**config.mk**
```make
export PLATFORM = sky130hd
export DESIGN_NAME = seq_divider
export DESIGN_NICKNAME = d
export VERILOG_FILES = /design/src/rtl/seq_divider.sv
export SDC_FILE = /design/constraint.sdc
export NUM_CORES = 1
export LEC_CHECK = 0
export BUFFER_PORTS_ARGS = -buffer_cell sky130_fd_sc_hd__buf_2
export CAP_MARGIN = 40
export CORE_UTILIZATION = 64
export DETAILED_ROUTE_END_ITERATION = 8
export PLACE_DENSITY = 0.86
export SYNTH_ARGS = -nofsm -noshare
export SYNTH_HDL_FRONTEND = slang
export SYNTH_SLANG_ARGS = --single-unit
```
**constraint.sdc**
```tcl
create_clock -name clk -period 10.7 [get_ports clk]
set_input_delay 2.14 -clock clk [delete_from_list [all_inputs] [get_ports clk]]
set_output_delay 2.14 -clock clk [all_outputs]
set_load 0.02 [all_outputs]
```
**src/rtl/seq_divider.sv**
```systemverilog
// rtl/seq_divider.sv - restoring sequential divider with start/busy/done handshake
// Optional macro DIV_EARLY_EXIT_EN: finish immediately when |divisor| > |dividend|.
module seq_divider #(
  parameter int WIDTH = 32
) (
  input  logic             clk,
  input  logic             rst_n,
  input  logic             start,
  input  logic             signed_op,
  input  logic [WIDTH-1:0] dividend,
  input  logic [WIDTH-1:0] divisor,
  output logic             busy,
  output logic             done,
  output logic [WIDTH-1:0] quotient,
  output logic [WIDTH-1:0] remainder,
  output logic             div_by_zero
);

  localparam int CW = (WIDTH > 1) ? $clog2(WIDTH) : 1;
  localparam logic [CW-1:0]    LAST_CNT = CW'(WIDTH - 1);
  localparam logic [CW-1:0]    CNT_ONE  = CW'(1);
  localparam logic [WIDTH-1:0] ONE      = WIDTH'(1);
  localparam logic [WIDTH+1:0] ONE_EXT  = (WIDTH + 2)'(1);

  typedef enum logic [1:0] {
    S_IDLE,
    S_CALC,
    S_DONE
  } state_t;

  state_t           state_q;
  logic [CW-1:0]    count_q;
  logic [WIDTH-1:0] rem_q;
  logic [WIDTH-1:0] dvd_q;
  logic [WIDTH-1:0] dvs_q;
  logic             neg_quo_q;
  logic             neg_rem_q;
  logic             busy_q;
  logic             done_q;
  logic [WIDTH-1:0] quotient_q;
  logic [WIDTH-1:0] remainder_q;
  logic             dbz_q;

  logic             dvd_neg;
  logic             dvs_neg;
  logic [WIDTH-1:0] dvd_mag;
  logic [WIDTH-1:0] dvs_mag;
  logic [WIDTH:0]   rem_sh;
  logic [WIDTH+1:0] trial;
  logic             not_borrow;
  logic [WIDTH-1:0] rem_d;
  logic [WIDTH-1:0] quo_d;
  logic [WIDTH-1:0] quo_fix;
  logic [WIDTH-1:0] rem_fix;

  assign dvd_neg = signed_op & dividend[WIDTH-1];
  assign dvs_neg = signed_op & divisor[WIDTH-1];
  assign dvd_mag = dvd_neg ? (~dividend + ONE) : dividend;
  assign dvs_mag = dvs_neg ? (~divisor + ONE) : divisor;

  // Shifted partial remainder needs one extra bit; the top bit of the sum is the not-borrow.
  assign rem_sh     = {rem_q, dvd_q[WIDTH-1]};
  assign trial      = {1'b0, rem_sh} + {2'b01, ~dvs_q} + ONE_EXT;
  assign not_borrow = trial[WIDTH+1];
  assign rem_d      = not_borrow ? trial[WIDTH-1:0] : rem_sh[WIDTH-1:0];
  assign quo_d      = {dvd_q[WIDTH-2:0], not_borrow};
  assign quo_fix    = neg_quo_q ? (~quo_d + ONE) : quo_d;
  assign rem_fix    = neg_rem_q ? (~rem_d + ONE) : rem_d;

  always_ff @(posedge clk or negedge rst_n) begin
    if (!rst_n) begin
      state_q     <= S_IDLE;
      count_q     <= '0;
      rem_q       <= '0;
      dvd_q       <= '0;
      dvs_q       <= '0;
      neg_quo_q   <= 1'b0;
      neg_rem_q   <= 1'b0;
      busy_q      <= 1'b0;
      done_q      <= 1'b0;
      quotient_q  <= '0;
      remainder_q <= '0;
      dbz_q       <= 1'b0;
    end else begin
      case (state_q)
        S_IDLE: begin
          done_q <= 1'b0;
          busy_q <= 1'b0;
          if (start) begin
            neg_quo_q <= dvd_neg ^ dvs_neg;
            neg_rem_q <= dvd_neg;
            dvd_q     <= dvd_mag;
            dvs_q     <= dvs_mag;
            rem_q     <= '0;
            count_q   <= '0;
            dbz_q     <= 1'b0;
            busy_q    <= 1'b1;
            if (divisor == '0) begin
              state_q     <= S_DONE;
              done_q      <= 1'b1;
              quotient_q  <= '1;
              remainder_q <= dividend;
              dbz_q       <= 1'b1;
            end
`ifdef DIV_EARLY_EXIT_EN
            else if (dvs_mag > dvd_mag) begin
              state_q     <= S_DONE;
              done_q      <= 1'b1;
              quotient_q  <= '0;
              remainder_q <= dividend;
            end
`endif
            else begin
              state_q <= S_CALC;
            end
          end
        end
        S_CALC: begin
          rem_q   <= rem_d;
          dvd_q   <= quo_d;
          count_q <= count_q + CNT_ONE;
          if (count_q == LAST_CNT) begin
            state_q     <= S_DONE;
            done_q      <= 1'b1;
            quotient_q  <= quo_fix;
            remainder_q <= rem_fix;
          end
        end
        S_DONE: begin
          state_q <= S_IDLE;
          busy_q  <= 1'b0;
          done_q  <= 1'b0;
          count_q <= '0;
        end
        default: begin
          state_q <= S_IDLE;
          busy_q  <= 1'b0;
          done_q  <= 1'b0;
        end
      endcase
    end
  end

  assign busy        = busy_q;
  assign done        = done_q;
  assign quotient    = quotient_q;
  assign remainder   = remainder_q;
  assign div_by_zero = dbz_q;

endmodule
```
Word-level counts from Yosys, hierarchy flattened
Index checks and enable logic that the tools add are counted.
- input bits: 68
- word-level logic and storage cells: 71
- output and inout bits: 67
- bits in registers: 172
- bitwise logic cells: 8
- mux-type cells: 29
- $add $sub $neg: 7
- equality and inequality tests: 6
- reduce and logical (&&, ||, !) cells: 9
- operator list (kind ; number):
    two-way mux 32 bit ; 13
    one-hot mux 32 bit (2 select lines) ; 4
    inverter 32 bit ; 5
    adder 32 x 1 -> 32 bit, second input constant ; 4
    adder 33 x 33 -> 34 bit ; 1
    adder 34 x 1 -> 34 bit, second input constant ; 1
    zero test 32 bit ; 1
    one-hot mux 5 bit (3 select lines) ; 1
    AND reduction 2 bit ; 4
    two-way mux 2 bit ; 3
    != test 2 bit, second input constant ; 3
    adder 5 x 1 -> 5 bit, second input constant ; 1
    equality test 5 bit, second input constant ; 1
    two-way mux 5 bit ; 1
    two-way mux 1 bit ; 4
    one-hot mux 1 bit (2 select lines) ; 2
    one-hot mux 2 bit (2 select lines) ; 1
    AND reduction 4 bit ; 1
    nonzero test 3 bit ; 1
    AND 1 bit ; 2
    equality test 2 x 1 -> 1 bit, second input constant ; 1
    equality test 2 bit, second input constant ; 1
    zero test 2 bit ; 1
    nonzero test 2 bit ; 1
    bitwise XOR 1 bit ; 1

Longest topological paths before layout
Gate-level depths: netlist of the first run.
- depth in word-level cells: 9
- depth in mapped cells: 22
- gate-level depth less buffers: 18

Worst setup path after synthesis of the first run
No wires, ideal clock.
- path kind: input-to-reg
- start: input port divisor[3]
- end: register remainder_q[31], in the netlist remainder[31]
- data required time: 10.568 ns
- setup time: 0.132 ns
- path buffers: 2
- stages on the path: 11
- setup slack: 5.853 ns
- arrival time: 4.714 ns
- cells stage by stage: or4_4 -> nor4_4 -> nand3_1 -> or4_4 -> nor4_4 -> nand4b_1 -> a21o_1 -> buf_2 -> buf_2 -> a21oi_1 -> o211ai_1
- cells in the longest elaborated chain, start to end: 3
- RTL lines (what ; RTL line ; text):
    start: declaration ; 11 ; input logic [WIDTH-1:0] divisor,
    zero test 32 bit ; 98 ; if (divisor == '0) begin
    != test 2 bit (no source line) ; n/a ;
    AND reduction 4 bit (no source line) ; n/a ;
    end signal: assignment ; 102 ; remainder_q <= dividend;
    end signal: assignment ; 126 ; remainder_q <= rem_fix;
    end: declaration ; 41 ; logic [WIDTH-1:0] remainder_q;
Every way passes these cells.
A chain may end at the register's enable or synchronous reset.

Final worst setup path of the first run
- start: register rem_q[9]
- end: register remainder_q[30], in the netlist remainder[30]
- cells in the longest elaborated chain, start to end: 8
- RTL lines (what ; RTL line ; text):
    start: declaration ; 33 ; logic [WIDTH-1:0] rem_q;
    start signal: assignment ; 119 ; rem_q <= rem_d;
    adder 33 x 33 -> 34 bit ; 63 ; assign trial = {1'b0, rem_sh} + {2'b01, ~dvs_q} + ONE_EXT;
    adder 34 x 1 -> 34 bit ; 63 ;
    two-way mux 32 bit (*) ; 65 ; assign rem_d = not_borrow ? trial[WIDTH-1:0] : rem_sh[WIDTH-1:0];
    inverter 32 bit ; 68 ; assign rem_fix = neg_rem_q ? (~rem_d + ONE) : rem_d;
    adder 32 x 1 -> 32 bit ; 68 ;
    two-way mux 32 bit (*) ; 68 ;
    two-way mux 32 bit (*) ; 122 ; if (count_q == LAST_CNT) begin
    one-hot mux 32 bit (2 select lines) (*) ; 85 ; case (state_q)
Every way passes the cells marked *; elsewhere a longest branch is shown, timed or not. The select of a mux whose other input is x is not followed.

==> results of run 1 <==
[layout by cell type (no fill, tap or decap), drive strengths merged, types with 6 or more instances in the layout]
master	instances
nand2	190
dfrtp	172
o21ai	167
buf	147
nor2	143
a21oi	143
xor2	78
inv	68
xnor2	55
nand3	46
nor3	41
ha	38
a31oi	29
mux2i	29
o31ai	22
or3	19
clkbuf	18
and3	16
o211ai	16
nor4	16
and2	13
o41ai	13
nand4	12
or4	12
a21o	10
a211oi	9
nand2b	9
clkinv	8
o21a	7
nor2b	7
a2111oi	7
o211a	6
or2	6
[worst max-delay path, cell delays in order (launching register included)]
cell,delay [ns]
dfrtp_1,0.48
ha_1,0.48
a21o_1,0.26
a21oi_1,0.17
a2bb2oi_1,0.64
a21oi_2,0.19
or3_2,0.44
buf_4,0.33
o21ai_0,0.42
ha_1,0.29
nand2_1,0.07
nor3_1,0.31
nand2_1,0.16
o41ai_2,0.56
nand4_1,0.32
o41ai_2,0.30
xnor2_1,0.18
a21oi_1,0.10
[per-stage QoR]
stage | hold WS [ns] | std cells | area [um2] | util, % | worst slack (ns)
finish | 0.4817 | 1901 | 13970 | 73.68 | 4.824
global route | 0.4952 | 1900 | 13960 | 73.67 | 4.632
CTS | 0.4852 | 1899 | 13940 | 73.52 | 5.054
detailed placement | 0.4630 | 1867 | 13360 | 70.48 | 4.776
global placement | 0.4568 | 1862 | 13240 | 69.85 | 4.845
floorplan | 0.4498 | 1551 | 12560 | - | 5.853
[area by class of cell]
| type | instances | area share (%) |
|---|---|---|
| multi-input combinational | 1226 | 54.69 |
| sequential | 172 | 30.82 |
| timing repair buffer | 147 | 6.262 |
| clock buffer | 18 | 3.073 |
| tap | 260 | 2.329 |
| inverter | 63 | 1.747 |
| clock inverter | 14 | 1.066 |
| antenna | 1 | 0.01792 |
[routing by layer]
metal | up-vias | global-route usage (%) | wire length, um
met2 | 546 | 59.11 | 16790
met3 | 97 | 5.754 | 2679
met5 | - | 0 | 0
met4 | 0 | 15.05 | 1158
met1 | 5877 | 50.19 | 15150
li1 | 5721 | - | -
[state kept, by name, summed over array words and instances, names as in the netlist]
signal       count
done             1
dvs_q           32
neg_quo_q        1
count_q          5
busy             1
neg_rem_q        1
remainder       32
div_by_zero      1
quotient        32
rem_q           32
state_q          2
dvd_q           32
[worst max-delay path by stage]
stage | endpoint | cells past startpoint | slack (ns) | from
finish | remainder[30] | 17 | 4.82 | rem_q[9]
global route | remainder[30] | 17 | 4.63 | rem_q[7]
CTS | quotient[30] | 17 | 5.05 | rem_q[9]
detailed placement | remainder[31] | 13 | 4.78 | divisor[3]
global placement | remainder[31] | 13 | 4.85 | divisor[3]
floorplan | remainder[31] | 11 | 5.85 | divisor[3]
[cells by family (layout without fill, tap and decap cells)]
group,Yosys count,count (layout),synth area share (%)
AO/OA/AOI/OAI,478,478,23.79
XOR/XNOR,133,133,9.278
adder cells (fa/ha/maj),39,39,3.946
buffers and inverters,153,242,5.072
flip-flops,172,172,34.28
multiplexers,31,31,2.790
other,0,1,0
AND/OR/NAND/NOR,545,545,20.85
==> impl_metrics.json, run 1 <==
{
  "cp_max_fo": 42,
  "first_pass_iters": 8,
  "rsz0062_at_grt": "no",
  "critPathLaunchType": "register",
  "multi_input_area_um2": 7639,
  "grt_pass1_wl_um": 58900,
  "synth_seq_cells": 172,
  "reg2reg_to": "remainder[30]",
  "required_ns": 10.99,
  "synth_top_area_share_pct": 34.28,
  "grt_pass1_vias": 11550,
  "r2r_setup_slack_ns": 4.82,
  "min_path_cells": 2,
  "fp.coreArea_um2": 18960,
  "die_h_um": 142.1,
  "h-tree-depth": 4,
  "grt-ovfl-total": 0,
  "viasPerCell": 6.439,
  "finalSetupViolations": 0,
  "reg2reg_from": "rem_q[9]",
  "insertion_delay_ns": 0.45,
  "vias": 12240,
  "path_class": "reg2reg",
  "synth_area_leaders": "dfrtp_1 34%, o21ai_0 6.4%, nand2_1 5.7%, a21oi_1 5.5%, xor2_1 5.4%",
  "worst_slew_pin_slew_ns": 0.8470,
  "worstSetupEndpointType": "register",
  "hp-class": "reg2reg",
  "drv_cap": 0,
  "cts_tree": "built",
  "syn_inst": 1551,
  "slew_violations": 0,
  "drive_above_1_share_pct": 13.72,
  "start_util_pct": 66.24,
  "fmax_mhz": 170.2,
  "syn_avg_cell_area_um2": 8.095,
  "synth_edf_count": 0,
  "num_io_pins": 135,
  "clockRootBuffer": "clkbuf_16",
  "num-fill-cells": 1451,
  "period_share_pct": 54.91,
  "synth_ff_type": "dfrtp_1",
  "syn-num-nets": 1658,
  "slew_headroom_pct": 43.40,
  "portBuffers": 134,
  "yosys.area.top_type": "dfrtp_1",
  "fin_crit_ns": 5.876,
  "clk_path_buf_depth": 2,
  "yosys_warnings": 0,
  "yosysUniqueCellTypes": 91,
  "fin_setup_tns_ns": 0,
  "worst_ep_arrival_time_ns": 6.17,
  "cts_resized": 0,
  "area_growth_pct": 11.24,
  "dp_hpwl_um": 25760,
  "grtUsageTotal_pct": 36.97,
  "drcViolationCount": 0,
  "final-hold-violation-count": 0,
  "layout.nets": 1734,
  "cts_buffers": 17,
  "regArea_um2": 4304,
  "dieArea_um2": 20180,
  "hp-start": "dvs_q[14]",
  "die_w_um": 142.1,
  "synth-seq-area-share_pct": 34.28,
  "avgRoutedWirePerCell_um": 18.82,
  "outcome": "complete, no violations",
  "syn_area_um2": 12560,
  "synth_commonest_cells": "190 x nand2_1, 172 x dfrtp_1, 161 x o21ai_0",
  "routed_wl_um": 35780,
  "min_to": "dvs_q[14]",
  "grt_max_degree": 92,
  "path_clk_slew_ns": 0.07,
  "rows": 50,
  "async_flop_share_pct": 100.0,
  "clock-skew-final_ns": 0.01374,
  "antenna_found_initial": 1,
  "ff2ff_path_depth": 17,
  "yosysMostFrequentCell": "nand2_1",
  "clkSinkCount": 172,
  "hold_buffers": 0,
  "drt-initial-drc-count": 1230,
  "gp_congestion": 0.9391,
  "postCtsSetupBuffers": 0,
  "ant_nets": 0
}
Power of run 1 is not shown: default switching activity piles up to over one toggle a cycle in this logic, so the estimate is an artifact.
==> run 2: changes to the inputs <==
Settings changed: CORE_UTILIZATION 64 to 60, PLACE_DENSITY 0.86 to 0.81.
Clock period 10.7 ns to 6 ns, I/O delays scaled along.
==> impl_metrics.json, run 2 (synthesis results as in run 1) <==
{
  "first_pass_iters": 6,
  "critPathLaunchType": "register",
  "hp-class": "reg2reg",
  "num-fill-cells": 1699,
  "gp_congestion": 0.9933,
  "dieArea_um2": 21510,
  "final_common_cell": "nand2_1",
  "period_share_pct": 87.47,
  "num_io_pins": 135,
  "ff2ff_path_depth": 16,
  "viasPerCell": 6.369,
  "antenna_found_initial": 1,
  "die_w_um": 146.7,
  "cp_max_fo": 11,
  "fin_cells": 1911,
  "outcome": "complete, no violations",
  "rows": 52,
  "fin_setup_tns_ns": 0,
  "grt_pass1_vias": 11490,
  "finalSetupViolations": 0,
  "drv_cap": 0,
  "path_clk_slew_ns": 0.08,
  "dp_hpwl_um": 26980,
  "clockRootBuffer": "clkbuf_16",
  "avgRoutedWirePerCell_um": 19.20,
  "place_inst": 1878,
  "postCtsSetupBuffers": 0,
  "reg2reg_from": "rem_q[1]",
  "layout.nets": 1734,
  "final-hold-violation-count": 0,
  "worst_slew_pin_slew_ns": 0.9714,
  "min_to": "remainder[1]",
  "clkSinkCount": 172,
  "multi_input_area_um2": 7639,
  "final_cell_mix": "189 x nand2_1, 172 x dfrtp_1, 161 x o21ai_0, 142 x nor2_1, 139 x a21oi_1",
  "h-tree-depth": 4,
  "slew_violations": 0,
  "drive_above_1_share_pct": 13.78,
  "area_growth_pct": 11.10,
  "slew_headroom_pct": 35.24,
  "die_h_um": 146.7,
  "routed_wl_um": 36690,
  "grt_max_degree": 64,
  "worst_ep_arrival_time_ns": 5.57,
  "fp.coreArea_um2": 20360,
  "portBuffers": 134,
  "hp-start": "remainder[1]",
  "required_ns": 6.32,
  "r2r_setup_slack_ns": 0.75,
  "cts_resized": 0,
  "grtUsageTotal_pct": 34.70,
  "drcViolationCount": 0,
  "min_path_cells": 2,
  "hold_buffers": 0,
  "grt-ovfl-total": 0,
  "regArea_um2": 4304,
  "cts_tree": "built",
  "clk_path_buf_depth": 2,
  "insertion_delay_ns": 0.44,
  "drt-initial-drc-count": 1118,
  "fin_crit_ns": 5.248,
  "grt_pass1_wl_um": 59320,
  "start_util_pct": 61.66,
  "clock-skew-final_ns": 0.01514,
  "worstSetupEndpointType": "register",
  "cts_buffers": 17,
  "reg2reg_to": "remainder[30]",
  "vias": 12170,
  "path_class": "reg2reg",
  "fmax_mhz": 190.5,
  "ant_nets": 0,
  "rsz0062_at_grt": "no"
}
run 2: cell types whose count changed in the layout (fill, tap and decap cells not counted), sizes merged:
cell / delta
inv: +3
clkinv: -1
clkbuf: -1
clkinvlp: -1
run 2: worst max-delay path, cell delays in order, from the launching register on:
cell and delay (ns):
dfrtp_1 0.46, ha_1 0.30, or2_1 0.27, o211a_4 0.27, a311oi_2 0.42, a21oi_2 0.13
or3_2 0.62, o21ai_0 0.44, ha_1 0.29, nand2_1 0.06, nor3_1 0.19, nand2_1 0.12
o41ai_2 0.57, nand4_1 0.37, o41ai_2 0.35, xnor2_1 0.16, a21oi_1 0.09
run 2: worst max-delay path by stage:
stage | startpoint | to | depth (start not counted)
2_1_floorplan | rem_q[9] | quotient[30] | 21
3_3_place_gp | rem_q[10] | quotient[28] | 16
3_5_place_dp | rem_q[10] | quotient[28] | 16
4_1_cts | rem_q[1] | quotient[30] | 16
5_1_grt | rem_q[7] | remainder[30] | 16
6_report | rem_q[1] | remainder[30] | 16
run 2: area by class of cell:
type                            instances  area share [%]
Clock buffer                           17           3.050
Antenna cell                            1         0.01794
Timing Repair Buffer                  147           5.839
Clock inverter                         15           1.310
Multi-Input combinational cell       1226           54.76
Tap cell                              270           2.422
Inverter                               63           1.749
Sequential cell                       172           30.85
run 2: metal layers:
layer | track usage (%) | vias up | wire [um]
met4 | 14.79 | 0 | 1429
met2 | 54.57 | 625 | 16680
li1 | - | 5692 | -
met1 | 47.07 | 5745 | 15620
met5 | 0 | - | 0
met3 | 6.125 | 110 | 2960
run 2: stage by stage:
stage / hold slack (ns) / instance area (um2) / utilization (%) / setup slack, ns
after CTS: 0.4817 / 13950 / 68.49 / 0.9011
after detailed placement: 0.4645 / 13340 / 65.50 / 0.9410
after global routing: 0.4930 / 13950 / 68.50 / 0.4184
after floorplan: 0.4498 / 12560 / - / 1.319
final: 0.4792 / 13950 / 68.50 / 0.7516
after global placement: 0.4568 / 13280 / 65.19 / 1.081
Power of run 2 is left out for the same reason.
